==> src/rtl/rr_req_arbiter8_pkg.sv <==
// Shared types and sizes for the eight-way round-robin request arbiter.
package arb_pkg;
  localparam int N_REQ = 8;
  localparam int IDX_W = 3;

  typedef enum logic [0:0] {IDLE, BUSY} arb_state_t;
endpackage

==> src/rtl/rr_req_arbiter8_pick8.sv <==
// Combinational round-robin pick: rotate so ptr lands at bit 0, take lowest set bit, rotate back.
module rr_pick8
  import arb_pkg::*;
(
  input  logic [N_REQ-1:0] req,
  input  logic [IDX_W-1:0] ptr,
  output logic [N_REQ-1:0] pick,
  output logic [IDX_W-1:0] pick_idx,
  output logic             any
);

  logic [2*N_REQ-1:0] dbl;
  logic [2*N_REQ-1:0] back;
  logic [N_REQ-1:0]   rot;
  logic [N_REQ-1:0]   sel;
  logic [IDX_W-1:0]   pos;

  always_comb begin
    dbl  = {req, req} >> ptr;
    rot  = dbl[N_REQ-1:0];
    sel  = rot & (~rot + 8'd1);
    back = {sel, sel} << ptr;
    pick = back[2*N_REQ-1:N_REQ];
    pos  = '0;
    for (int i = 0; i < N_REQ; i++) begin
      if (sel[i]) pos = 3'(i);
    end
    // Position in the rotated frame plus ptr is the original index, mod 8.
    pick_idx = pos + ptr;
    any      = |req;
  end

endmodule

==> src/rtl/rr_req_arbiter8.sv <==
// Round-robin arbiter with registered one-hot grant, encoded index and hold-limit timeout.
module rr_req_arbiter8
  import arb_pkg::*;
#(
  parameter int HOLD_MAX = 16,
  parameter int CNT_W    = $clog2(HOLD_MAX)
) (
  input  logic             clk,
  input  logic             rst,
  input  logic             en,
  input  logic [N_REQ-1:0] req,
  input  logic             done,
  output logic [N_REQ-1:0] gnt,
  output logic [IDX_W-1:0] gnt_idx,
  output logic             gnt_valid,
  output logic             timeout
);

  localparam logic [CNT_W-1:0] CNT_MAX = CNT_W'(HOLD_MAX - 1);

  arb_state_t       state;
  logic [IDX_W-1:0] ptr;
  logic [CNT_W-1:0] cnt;
  logic [N_REQ-1:0] pick;
  logic [IDX_W-1:0] pick_idx;
  logic             any;

  rr_pick8 u_pick (
    .req      (req),
    .ptr      (ptr),
    .pick     (pick),
    .pick_idx (pick_idx),
    .any      (any)
  );

  always_ff @(posedge clk) begin
    if (rst) begin
      state     <= IDLE;
      ptr       <= '0;
      cnt       <= '0;
      gnt       <= '0;
      gnt_idx   <= '0;
      gnt_valid <= 1'b0;
      timeout   <= 1'b0;
    end else begin
      timeout <= 1'b0;
      case (state)
        IDLE: begin
          if (en && any) begin
            gnt       <= pick;
            gnt_idx   <= pick_idx;
            gnt_valid <= 1'b1;
            cnt       <= '0;
            state     <= BUSY;
          end
        end
        BUSY: begin
          if (!en || done || cnt == CNT_MAX) begin
            gnt       <= '0;
            gnt_idx   <= '0;
            gnt_valid <= 1'b0;
            ptr       <= gnt_idx + 3'd1;
            state     <= IDLE;
            // Only a release forced by the hold limit counts as a timeout.
            timeout   <= en && !done;
          end else begin
            cnt <= cnt + 1'b1;
          end
        end
        default: state <= IDLE;
      endcase
    end
  end

endmodule

==> config.mk <==
export PLATFORM = sky130hd
export DESIGN_NAME = rr_req_arbiter8
export DESIGN_NICKNAME = d
export VERILOG_FILES = /design/src/rtl/rr_req_arbiter8_pkg.sv /design/src/rtl/rr_req_arbiter8_pick8.sv /design/src/rtl/rr_req_arbiter8.sv
export SDC_FILE = /design/constraint.sdc
export NUM_CORES = 1
export LEC_CHECK = 0
export CORE_MARGIN = 1.5
export CORE_UTILIZATION = 45
export DETAILED_ROUTE_END_ITERATION = 16
export HOLD_SLACK_MARGIN = 0.06
export PLACE_DENSITY = 0.75
export RECOVER_POWER = 25
export SLEW_MARGIN = 10
export SYNTH_ARGS = -nofsm -noshare
export SYNTH_HDL_FRONTEND = slang
export SYNTH_SLANG_ARGS = --single-unit
==> constraint.sdc <==
create_clock -name clk -period 2.7 [get_ports clk]
set_input_delay 0.405 -clock clk [delete_from_list [all_inputs] [get_ports clk]]
set_output_delay 0.405 -clock clk [all_outputs]
set_load 0.03 [all_outputs]
==> results of run 1 <==
-- kinds of logic (layout without fill, tap and decap cells) --
group                      Yosys count  after routing  synth area share
muxes                               26             26             0.195
and+or+nand+nor                     90             90             0.249
xor gates and xnor gates             5              5            0.0241
DFF                                 21             21             0.231
adders and majority gates            4              4            0.0316
buffers and inverters               20             87            0.0543
AOI/OAI and AO/OA                   54             54             0.215
-- stage by stage --
step	power, mW	worst slack [ns]	std cells	TNS, ns	utilization
CTS	0.907	0.0181	335	0	0.659
global placement	0.689	-0.411	327	-0.787	0.640
finish	0.926	0.0537	335	0	0.674
floorplan	0.544	-0.0470	220	-0.0470	-
detailed placement	0.696	-0.468	327	-1.08	0.640
global route	0.979	-0.111	335	-0.263	0.674
-- cells in the final DEF, fill, tap and decap left out, types with 3 or more instances in the layout --
cell type and count:
nand2b_1 3, a22oi_1 3, clkdlybuf4s50_1 10, mux2_2 6, mux2i_1 12, o21ai_1 3, inv_1 4, nand2_1 21
nor3_1 3, dlygate4sd3_1 6, a21oi_1 10, and3_1 3, nor2b_1 5, dfxtp_1 19, clkbuf_8 3, dlygate4sd2_1 8
a21oi_2 3, o21ai_0 6, nand3_1 8, a311oi_1 5, and2_1 3, nor2_1 25, mux4_2 6, xor2_1 3
buf_4 53, nand4_1 3
-- report_power, final --
part / internal, mW / leakage, nW / switching [mW]
Sequential: 0.323 / 0.172 / 0.0140
Clock: 0.104 / 0.0217 / 0.111
Combinational: 0.179 / 0.807 / 0.194
-- how the worst max path moves through the flow --
stage,slack [ns],start,to,cells past startpoint
2_1_floorplan,-0.05,ptr[1]$_SDFFE_PP0P_,gnt_idx[2]$_SDFFE_PP0P_,12
3_3_place_gp,-0.41,req[2],gnt_idx[2]$_SDFFE_PP0P_,12
3_5_place_dp,-0.47,req[2],gnt_idx[2]$_SDFFE_PP0P_,12
4_1_cts,0.02,ptr[1]$_SDFFE_PP0P_,gnt_idx[2]$_SDFFE_PP0P_,11
5_1_grt,-0.11,ptr[1]$_SDFFE_PP0P_,gnt_idx[2]$_SDFFE_PP0P_,11
6_report,0.05,ptr[1]$_SDFFE_PP0P_,gnt_idx[2]$_SDFFE_PP0P_,11
-- layout make-up --
type | instances | area (um^2) | area share
Clock buffer | 3 | 41.3 | 0.0162
Sequential cell | 21 | 428 | 0.168
Inverter | 5 | 18.8 | 0.00739
Timing Repair Buffer | 78 | 639 | 0.252
Multi-Input combinational cell | 179 | 1350 | 0.530
Clock inverter | 1 | 7.51 | 0.00295
Tap cell | 48 | 60.1 | 0.0236
-- tightest hold or removal path, stage by stage, from the launching register on --
cell	delay, ns
dfxtp_1	0.31
nand2_1	0.05
nand2_1	0.04
-- registers in the layout, indices dropped and copies added, names as in the netlist --
name       flops
timeout        1
gnt_valid      1
state          1
gnt            8
gnt_idx        3
ptr            3
cnt            4
-- layer usage --
metal	global-route usage	wire length, um	vias to the layer above
met5	0	0	-
met4	0.0561	63	0
met1	0.351	2330	909
met2	0.423	2440	69
met3	0.0270	304	7
li1	-	-	963
-- what timing repair did --
action | 4_1_cts | 5_1_grt
cloned | 0 | 0
gates resized for setup | 9 | 12
setup endpoints to repair | 2 | 7
buffers inserted | 4 | 0
pin swaps | 2 | 0
==> flow_summary.toml, run 1 <==
[clocking]
hold_buffers = 0
ctsLongestPathBuffers = 2
htreeDepth = 1
clock_latency_ns = 0.27
clkSinkCount = 21
cts_root_buf = "clkbuf_8"
clkTransAtPathRegs_ns = 0.09
numCtsBuffers = 3
cts_tree = "built"

[placement]
io_buffers = 24
dp_hpwl_mm = 4.02
place.gp.congestion = 0.931
placed_area_mm2 = 0.00241

[global_route]
grt-ovfl-total = 0
grtUsageTotal = 0.253
grt_max_degree = 18
grt_pass1_wl_mm = 8.62
antenna_found_initial = 0
grt_pass1_vias = 1754

[synthesis]
ys_ff_latch = 21
yosys-top-cells-count = "25 x nor2_1, 22 x nand2_1, 21 x dfxtp_1"
synth_ff_type = "dfxtp_1"
yosys.area.top_type = "dfxtp_1"
yosysSeqAreaShare = 0.231
syn_inst = 220
avgSynthCellArea_um2 = 8.27
synth.distinct_cells = 58
synth_area_mm2 = 0.00182
yosysWarnings = 0
async_flop_share = 0
syn_nets = 236
yosysTopAreaCellShare = 0.231
synthTopCellsByArea = "dfxtp_1 23%, mux2i_1 7.1%, nor2_1 5.2%, mux4_2 4.9%, nand2_1 4.5%"
synth_edf_count = 0
yosysMostFrequentCell = "nor2_1"

[status]
status = "finished, final reports clean"

[critical_path]
rr_startpoint = "ptr[1]$_SDFFE_PP0P_"
path_buf_inv = 0
cp.required_ns = 2.87
cp_max_fo = 5
crit_top_cell = "o21ai_1"
rrSetupSlack_ns = 0.05
critPathMaxStageDelay_ns = 0.55
r2r-end = "gnt_idx[2]$_SDFFE_PP0P_"
path_delay_family = "multiplexers"
reg2regPathDepth = 11
worst_setup_path_start_kind = "flop"
criticalPathCategory = "flop to flop"
end_kind = "flop"
path_cells = "mux4_2 > mux2i_2 > nand3b_1 > a21oi_2 > a311oi_1 > o21ai_1 > ha_2 > fa_2 > xor2_1 > xnor2_1 > o21ai_1"
crit_slowest_cell = "mux4_2"
worst_ep_arrival_time_ns = 2.82

[sta]
finClkSkew_ns = 0.0141
rsz0062_at_grt = "yes"
max_slew_margin = 0.667
finalHoldViolCount = 0
period_share = 0.980
tightest_slew_ns = 0.486
min_period_ns = 2.65
max_freq_mhz = 378
whs_ns = 0.442
drv_slew = 0
setup_viol = 0

[die]
start_util = 0.483
chipWidth_um = 66.6
rows = 22
pin_count = 25
core_area_mm2 = 0.00377
die_y_um = 66.6
die-area_mm2 = 0.00444

[detailed_routing]
initialDrtViolationCount = 134
ant_nets = 0
wl_per_cell_um = 15.4
first_pass_iters = 4
vias = 1948
viasPerCell = 5.81
routed_wl_mm = 5.15
drc = 0

[final_layout]
syn2layout_area_growth_pct = 39.6
nets = 304
fill_cells = 322
num_antenna_cells = 0
finalInstanceArea_mm2 = 0.00254
layout-drive-gt1-share = 0.317

[power_and_ir_drop]
powerDensity_mw_per_mm2 = 364
p_leak_nw = 1.00
vdd_drop_max_uv = 195

[run]
maxCapViolations = 0

[hold_path]
hold_class = "flop to flop"
min_from = "gnt[7]$_SDFFE_PP0P_"
worst_hold_path.endpoint = "gnt[7]$_SDFFE_PP0P_"
hold-path-cell-count = 2
No activity file was read; power rests on OpenSTA's default activity.
==> inputs of run 2 (changes only) <==
- PLACE_DENSITY: 0.75 -> 0.73
- RECOVER_POWER: 25 -> default
- clock period: 2.7 -> 3.4 ns (I/O delays scaled with it)
==> flow_summary.toml, run 2 (same netlist as run 1, synthesis figures left out) <==
[status]
status = "finished, final reports clean"

[die]
pin_count = 25
chipWidth_um = 66.6
core_area_mm2 = 0.00377
rows = 22
die-area_mm2 = 0.00444
start_util = 0.483
die_y_um = 66.6

[power_and_ir_drop]
switching_share = 0.341
powerDensity_mw_per_mm2 = 306
clockPowerShare = 0.244
p_total_uw = 681
switchingPower_uw = 232
pwr-share-comb = 0.362
p_int_uw = 449
p_seq_frac = 0.394
p_leak_nw = 0.814
vdd_drop_max_uv = 280

[clocking]
cts_tree = "built"
clkTransAtPathRegs_ns = 0.08
cts-resized-gates = 0
hold_buffers = 0
ctsLongestPathBuffers = 2
clock_latency_ns = 0.26
clkSinkCount = 21
htreeDepth = 1
cts_post_setup_buffers_inserted = 0
numCtsBuffers = 3
cts_root_buf = "clkbuf_8"

[detailed_routing]
wl_per_cell_um = 16.3
vias = 1889
initialDrtViolationCount = 223
wl_met1_mm = 2.19
viasPerCell = 6.30
routed_wl_mm = 4.89
top_layer = "met4"
ant_nets = 0
dr_wl_met2_mm = 2.28
first_pass_iters = 5
met3_length_um = 335
drc = 0

[final_layout]
layout-drive-gt1-share = 0.171
nets = 269
final_cell_mix = "25 x nor2_1, 24 x clkdlybuf4s50_1, 22 x nand2_1"
finalInstanceArea_mm2 = 0.00223
num_antenna_cells = 0
reg.largest.list = "gnt: 8 flops, cnt: 4 flops"
regMostFlops = "gnt"
largest_register_ffs = 8
final_common_cell = "nor2_1"
syn2layout_area_growth_pct = 22.4

[critical_path]
cp_max_fo = 8
path_cells = "clkdlybuf4s50_1 > buf_4 > mux4_2 > a221oi_2 > nand3b_1 > a21oi_1 > a311oi_1 > o21ai_0 > ha_1 > fa_1 > nand2_1 > a21oi_1"
worst_setup_path_start_kind = "primary input"
path_buf_inv = 2
crit_slowest_cell = "mux4_2"
cp.required_ns = 3.53
crit_top_cell = "a21oi_1"
criticalPathCategory = "primary input to flop"
critPathMaxStageDelay_ns = 0.53
path_delay_family = "compound AO/OA/AOI/OAI gates"
worst_ep_arrival_time_ns = 3.25
end_kind = "flop"

[global_route]
grt_pass1_vias = 1727
grt-ovfl-total = 0
antenna_found_initial = 0
grtUsageTotal = 0.239
grt_max_degree = 27
grt_pass1_wl_mm = 8.19

[sta]
finalHoldViolCount = 0
period_share = 0.918
max_freq_mhz = 321
tightest_slew_ns = 0.624
rsz0062_at_grt = "no"
min_period_ns = 3.12
finClkSkew_ns = 0.00347
setup_viol = 0
max_slew_margin = 0.573
drv_slew = 0

[placement]
io_buffers = 24
placed_area_mm2 = 0.00218
dp_hpwl_mm = 3.60
place.gp.congestion = 0.967

[hold_path]
hold_class = "flop to flop"

[run]
maxCapViolations = 0
[run 2: power by group through the flow]
stage / sequential (mW) / combinational (mW) / clock [mW]
final: 0.269 / 0.246 / 0.166
after CTS: 0.268 / 0.243 / 0.171
after floorplan: 0.284 / 0.146 / 0
after global routing: 0.270 / 0.269 / 0.180
after global placement: 0.274 / 0.240 / 0
after detailed placement: 0.274 / 0.241 / 0
[run 2: worst paths after layout]
path,cells after the start,to,slack [ns],startpoint
min reg2reg,2,gnt[7]$_SDFFE_PP0P_,0.45,gnt[7]$_SDFFE_PP0P_
max,12,gnt_idx[1]$_SDFFE_PP0P_,0.28,req[4]
max reg2reg,11,gnt_idx[1]$_SDFFE_PP0P_,0.39,ptr[1]$_SDFFE_PP0P_
min,2,gnt[7]$_SDFFE_PP0P_,0.45,gnt[7]$_SDFFE_PP0P_
[run 2: per-stage QoR]
stage	std cells	utilization	setup WS, ns	setup TNS (ns)	hold slack (ns)
5_1_grt	300	0.591	0.0728	0	0.472
3_3_place_gp	296	0.579	0.0948	0	0.435
3_5_place_dp	296	0.579	-0.00501	-0.00501	0.444
2_1_floorplan	220	-	0.513	0	0.478
6_report	300	0.591	0.280	0	0.453
4_1_cts	300	0.591	0.302	0	0.460
[run 2: worst reg2reg max path, delay by kind of cell (launching register included)]
family                     cells  cell delay, ns
AOI/OAI and AO/OA              5            0.75
adders and majority gates      2            0.61
buffers and inverters          1            0.25
DFF                            1            0.44
muxes                          1            0.58
and+or+nand+nor                2            0.25
[run 2: final cells by class]
type / count / area (um^2)
fill: 340 / 1540
multi-input combinational: 179 / 1300
sequential: 21 / 420
timing repair buffer: 43 / 383
tap: 48 / 60.1
clock buffer: 4 / 45.0
inverter: 5 / 18.8
[run 2: routing by layer]
metal	up-vias	global-route usage
met3	12	0.0405
met4	0	0.0663
li1	896	-
met1	890	0.322
met5	-	0
met2	91	0.391
